`config.mk`:
```
export PLATFORM = sky130hd
export DESIGN_NAME = brief_keypoint_scheduler
export DESIGN_NICKNAME = d
export VERILOG_FILES = /design/src/rtl/brief_keypoint_scheduler.sv
export SDC_FILE = /design/constraint.sdc
export NUM_CORES = 2
export LEC_CHECK = 0
export BUFFER_PORTS_ARGS = -buffer_cell sky130_fd_sc_hd__buf_4
export CAP_MARGIN = 20
export CORE_UTILIZATION = 40
export CTS_CLUSTER_SIZE = 28
export DETAILED_ROUTE_END_ITERATION = 8
export MAX_ROUTING_LAYER = met4
export PLACE_DENSITY = 0.66
export SLEW_MARGIN = 20
export SYNTH_ARGS = -nofsm -noshare
export SYNTH_HDL_FRONTEND = slang
export SYNTH_MEMORY_MAX_BITS = 65536
export SYNTH_SLANG_ARGS = --single-unit
```
`constraint.sdc`:
```
create_clock -name i_clk -period 8 [get_ports i_clk]
set_clock_uncertainty 0.15 [all_clocks]
set_input_delay 1.6 -clock i_clk [delete_from_list [all_inputs] [get_ports i_clk]]
set_output_delay 1.6 -clock i_clk [all_outputs]
set_load 0.02 [all_outputs]
```
`src/rtl/brief_keypoint_scheduler.sv`:
```
// Keypoint release scheduler: queues raster-ordered keypoints and releases each on the
// cycle the line-buffer window centre reaches it. Optional border filter: BRIEF_BORDER_FILTER_EN.
module brief_keypoint_scheduler #(
  parameter int DEPTH  = 100,
  parameter int WIDTH  = 640,
  parameter int HEIGHT = 480,
  parameter int RADIUS = 15
) (
  input  logic        i_clk,
  input  logic        i_rst_n,
  input  logic        i_frame_start,
  input  logic        i_frame_end,
  input  logic        i_flag,
  input  logic [9:0]  i_coor_x,
  input  logic [9:0]  i_coor_y,
  input  logic [11:0] i_sin,
  input  logic [11:0] i_cos,
  input  logic        i_win_valid,
  input  logic [9:0]  i_win_x,
  input  logic [9:0]  i_win_y,
  output logic        o_hit,
  output logic [9:0]  o_coor_x,
  output logic [9:0]  o_coor_y,
  output logic [11:0] o_sin,
  output logic [11:0] o_cos,
  output logic [9:0]  o_count,
  output logic        o_busy,
  output logic        o_done,
  output logic [7:0]  o_miss_cnt,
  output logic [7:0]  o_ovf_cnt,
  output logic [1:0]  o_state
);

  localparam int PW = (DEPTH > 1) ? $clog2(DEPTH) : 1;

`ifdef BRIEF_BORDER_FILTER_EN
  localparam logic FILTER = 1'b1;
`else
  localparam logic FILTER = 1'b0;
`endif

  typedef enum logic [1:0] {
    ST_IDLE  = 2'd0,
    ST_RUN   = 2'd1,
    ST_DRAIN = 2'd2
  } state_t;

  state_t state, state_next;
  logic   done_next;

  // Entry layout {x, y, sin, cos}; storage needs no reset because the pointers gate it.
  logic [43:0]   mem [DEPTH];
  logic [PW-1:0] rd_ptr, wr_ptr;
  logic [43:0]   head;
  logic [19:0]   head_key, win_key;
  logic          full, empty, cmp_en, hit_now, pop, stale;
  logic          border_ok, in_border, push_req, push, reject;
  logic [10:0]   drain_sum;

  function automatic logic [PW-1:0] ptr_inc(input logic [PW-1:0] p);
    return (p == PW'(DEPTH - 1)) ? '0 : p + 1'b1;
  endfunction

  // i_flag is a fire-and-forget strobe with no ready: a push the queue cannot take is
  // dropped and counted; o_hit is a valid-only strobe that BRIEF must always accept.
  always_comb begin
    head      = mem[rd_ptr];
    head_key  = {head[33:24], head[43:34]};
    win_key   = {i_win_y, i_win_x};
    full      = (o_count == 10'(DEPTH));
    empty     = (o_count == 10'd0);
    cmp_en    = (state == ST_RUN) && !empty && i_win_valid && !i_frame_start;
    hit_now   = cmp_en && (head_key == win_key);
    stale     = cmp_en && (head_key < win_key);
    pop       = hit_now || stale;
    border_ok = (i_coor_x >= 10'(RADIUS)) && (i_coor_x <= 10'(WIDTH - 1 - RADIUS)) &&
                (i_coor_y >= 10'(RADIUS)) && (i_coor_y <= 10'(HEIGHT - 1 - RADIUS));
    in_border = !FILTER || border_ok;
    push_req  = (state == ST_RUN) && i_flag && !i_frame_start && in_border;
    push      = push_req && (!full || pop);
    reject    = push_req && full && !pop;
    drain_sum = {3'b000, o_miss_cnt} + {1'b0, o_count};
  end

  always_comb begin
    state_next = state;
    done_next  = 1'b0;
    if (i_frame_start) begin
      state_next = ST_RUN;
    end else begin
      case (state)
        ST_IDLE:  state_next = ST_IDLE;
        ST_RUN:   if (i_frame_end) state_next = ST_DRAIN;
        ST_DRAIN: begin
          state_next = ST_IDLE;
          done_next  = 1'b1;
        end
        default:  state_next = ST_IDLE;
      endcase
    end
  end

  always_ff @(posedge i_clk) begin
    if (push) mem[wr_ptr] <= {i_coor_x, i_coor_y, i_sin, i_cos};
  end

  always_ff @(posedge i_clk) begin
    if (!i_rst_n) begin
      state      <= ST_IDLE;
      rd_ptr     <= '0;
      wr_ptr     <= '0;
      o_count    <= '0;
      o_hit      <= 1'b0;
      o_done     <= 1'b0;
      o_coor_x   <= '0;
      o_coor_y   <= '0;
      o_sin      <= '0;
      o_cos      <= '0;
      o_miss_cnt <= '0;
      o_ovf_cnt  <= '0;
    end else begin
      state  <= state_next;
      o_done <= done_next;
      o_hit  <= hit_now;
      if (hit_now) begin
        o_coor_x <= head[43:34];
        o_coor_y <= head[33:24];
        o_sin    <= head[23:12];
        o_cos    <= head[11:0];
      end
      if (i_frame_start) begin
        rd_ptr     <= '0;
        wr_ptr     <= '0;
        o_count    <= '0;
        o_miss_cnt <= '0;
        o_ovf_cnt  <= '0;
      end else if (state == ST_DRAIN) begin
        // Every entry still queued at drain counts as a missed keypoint.
        rd_ptr     <= '0;
        wr_ptr     <= '0;
        o_count    <= '0;
        o_miss_cnt <= (drain_sum > 11'd255) ? 8'd255 : drain_sum[7:0];
      end else begin
        if (push) wr_ptr <= ptr_inc(wr_ptr);
        if (pop)  rd_ptr <= ptr_inc(rd_ptr);
        if (push && !pop)      o_count <= o_count + 10'd1;
        else if (pop && !push) o_count <= o_count - 10'd1;
        if (stale && o_miss_cnt != 8'd255) o_miss_cnt <= o_miss_cnt + 8'd1;
        if (reject && o_ovf_cnt != 8'd255) o_ovf_cnt <= o_ovf_cnt + 8'd1;
      end
    end
  end

  assign o_busy  = (state != ST_IDLE);
  assign o_state = state;

endmodule

```
==> impl_metrics.py <==
metrics = {
    "clock_network": {
        "cts_resized": 0,
        "cts_setup_buffers": 0,
        "cts_hold_buffers": 0,
        "cts_buffers": 428,
        "clockRootBuffer": "clkbuf_16",
        "htreeDepth": 5,
        "cts_tree": "yes",
        "clk_latency_ps": 980,
        "cts_num_sinks": 4495,
        "cts_max_path_buffers": 4,
        "clkSlewWorstSetupHoldPaths_ps": 70,
    },
    "drt": {
        "avgRoutedWirePerCell_um": 33.1,
        "totalWireLength_mm": 469,
        "ant_nets": 0,
        "drt_iter0_drc": 11800,
        "drtPass1Iterations": 6,
        "via_per_inst": 6.00,
        "dr_total_vias": 84900,
        "drc": 0,
    },
    "global_routing": {
        "overflow": 0,
        "grt_pass1_vias": 84500,
        "grt_pass1_wl_mm": 657,
        "grt_max_degree": 101,
        "grt_antenna_before_repair": 18,
        "grt_use_total": 0.220,
    },
    "pwr": {
        "p_switching_uw": 9170,
        "clock_power_share": 0.428,
        "combinationalPowerShare": 0.013,
        "p_sw_frac": 0.198,
        "powerDensity_nw_per_um2": 234,
        "p_leak_uw": 0.0597,
        "seqPwrFrac": 0.559,
        "peakVddDrop_mv": 0.200,
        "internal_power_uw": 37100,
    },
    "sta": {
        "finalCritPeriodShare": 0.900,
        "max_clock_freq_mhz": 139,
        "slew-limit-headroom": 0.167,
        "tns_ps": 0,
        "hold_ws_ps": 333,
        "fin_crit_ps": 7200,
        "hold_violations": 0,
        "drv_slew": 0,
        "rsz0062_at_grt": "false",
        "tightest_slew_ps": 1220,
        "setup_viol": 0,
    },
    "critical_path": {
        "reg2reg_to": "o_count[6]$_SDFFE_PP0P_",
        "path_class": "register to register",
        "critPathRequiredTime_ps": 8680,
        "reg2reg_depth": 27,
        "r2r_setup_slack_ps": 800,
        "crit_end": "o_count[6]$_SDFFE_PP0P_",
        "crit_fanout": 42,
        "end_kind": "register",
        "start_kind": "register",
        "cp.arrival_ps": 7880,
    },
    "placed_design": {
        "place_congestion": 0.907,
        "dp_hpwl_mm": 278,
        "port_buffers": 144,
    },
    "synth": {
        "synthDistinctLibCells": 71,
        "ys.flop_type": "edfxtp_1",
        "ys_seq_area_frac": 0.778,
        "syn_area_per_cell_um2": 23.0,
        "synth_seq_cells": 4495,
        "ys_warn_count": 0,
        "synth.cell_area_um2": 172000,
        "synthCells": 7502,
        "synth_edf_count": 4400,
        "async_flop_share": 0,
        "syn_nets": 7615,
    },
    "die": {
        "die_h_um": 658,
        "initial_utilization": 0.402,
        "io_pins": 145,
        "die_area_um2": 433000,
        "core_um2": 428000,
        "die_x_um": 658,
        "rows": 240,
    },
    "finish": {
        "n_fill_cell": 34500,
        "layout.nets": 8215,
        "final_util": 0.462,
        "area_growth_pct": 14.7,
        "layout-drive-gt1-share": 0.296,
        "layout_commonest_cell": "edfxtp_1",
        "layout_common_cells": "edfxtp_1 (4,400), mux4_2 (1,171), clkbuf_16 (440)",
    },
    "outcome": {
        "status": "finished clean",
    },
    "run": {
        "maxCapViolCount": 0,
    },
    "min_path": {
        "hp-class": "register to register",
        "hold_start": "o_ovf_cnt[6]$_SDFFE_PP0P_",
    },
}
[power groups by stage]
stage / combinational, µW / sequential [µW] / clock [µW]
6_report: 615 / 25800 / 19800
3_5_place_dp: 605 / 26300 / 0
5_1_grt: 646 / 25800 / 20900
4_1_cts: 603 / 25800 / 20000
3_3_place_gp: 567 / 26300 / 0
2_1_floorplan: 111 / 26300 / 0
[critical path, stage by stage (launching register included)]
cell and delay (ps):
dfxtp_4 550, buf_12 260, buf_12 340, buf_4 310
mux4_2 520, a22o_1 230, a221oi_1 820, a211oi_1 180
buf_4 180, ha_1 290, nand4_1 190, nor4_2 480
o311ai_1 230, o211ai_2 160, o21ai_2 110, inv_1 90
ha_1 150, buf_4 170, inv_1 130, fa_1 400
a21o_1 180, a21oi_1 190, o21bai_1 90, a21oi_1 200
buf_4 140, xnor2_1 50, mux2i_1 120, nor2_1 50
[per-stage QoR]
| stage | instance area, µm² | worst slack, ps | std cells | total power, µW |
|---|---|---|---|---|
| after floorplan | 172000 | 1220 | 7502 | 26500 |
| final | 198000 | 798 | 14200 | 46200 |
| after global routing | 198000 | 394 | 14100 | 47300 |
| after detailed placement | 184000 | 896 | 13400 | 27000 |
| after CTS | 197000 | 834 | 14100 | 46500 |
| after global placement | 184000 | 791 | 13400 | 26900 |
[worst min path at each step]
stage | end | slack [ps] | cells after the start
final | o_ovf_cnt[6]$_SDFFE_PP0P_ | 330 | 2
after global routing | o_ovf_cnt[6]$_SDFFE_PP0P_ | 360 | 2
after CTS | o_ovf_cnt[6]$_SDFFE_PP0P_ | 340 | 2
after detailed placement | o_ovf_cnt[6]$_SDFFE_PP0P_ | 330 | 2
after floorplan | register | 310 | 2
after global placement | o_ovf_cnt[6]$_SDFFE_PP0P_ | 320 | 2
[cells by family after synthesis]
group,synth area share
AOI/OAI and AO/OA,0.0264
and+or+nand+nor,0.0150
DFF,0.778
xor gates and xnor gates,0.000916
muxes,0.162
adders and majority gates,0.00321
buffers and inverters,0.0143
[sequential cells by signal, summed over array words and instances (netlist names), 2 cells and up, named ones only]
signal	cells
mem	4400
o_cos	12
o_sin	12
o_coor_x	10
o_coor_y	10
o_count	10
o_miss_cnt	8
o_ovf_cnt	8
rd_ptr	7
wr_ptr	7
o_state	2
[Yosys cell counts, drive strengths merged (20+ instances only)]
library cell,count,share of area
nand3,70,0.0020
inv,42,0.00092
o22ai,70,0.0025
dfxtp,95,0.011
a211oi,27,0.0012
clkbuf,154,0.0034
mux2i,127,0.0074
nor2b,38,0.0014
ha,41,0.0030
a221oi,73,0.0039
nor3,42,0.0012
mux4,1171,0.15
mux2,20,0.0013
buf,254,0.010
a2111oi,23,0.0012
a31oi,21,0.00076
nor2,183,0.0040
edfxtp,4400,0.77
a21oi,96,0.0028
a22oi,99,0.0043
nand2,100,0.0022
a22o,72,0.0037
o21ai,74,0.0022
[layer usage]
| layer | global-route usage | share of wire | vias up |
|---|---|---|---|
| li1 | - | - | 33500 |
| met1 | 0.295 | 0.38 | 45800 |
| met2 | 0.338 | 0.47 | 4901 |
| met3 | 0.0381 | 0.099 | 793 |
| met4 | 0.0830 | 0.044 | 0 |
| met5 | - | 0 | - |
[final cells by class]
type	count	area, µm²	share of cell area
antenna	15	37.5	0.000190
clock buffer	551	11500	0.0581
clock inverter	230	2050	0.0104
inverter	42	164	0.000830
multi-input combinational	2557	36500	0.185
sequential	4495	134000	0.678
tap	5687	7120	0.0360
timing repair buffer	578	6140	0.0311
No activity file was read; power rests on OpenSTA's default activity.
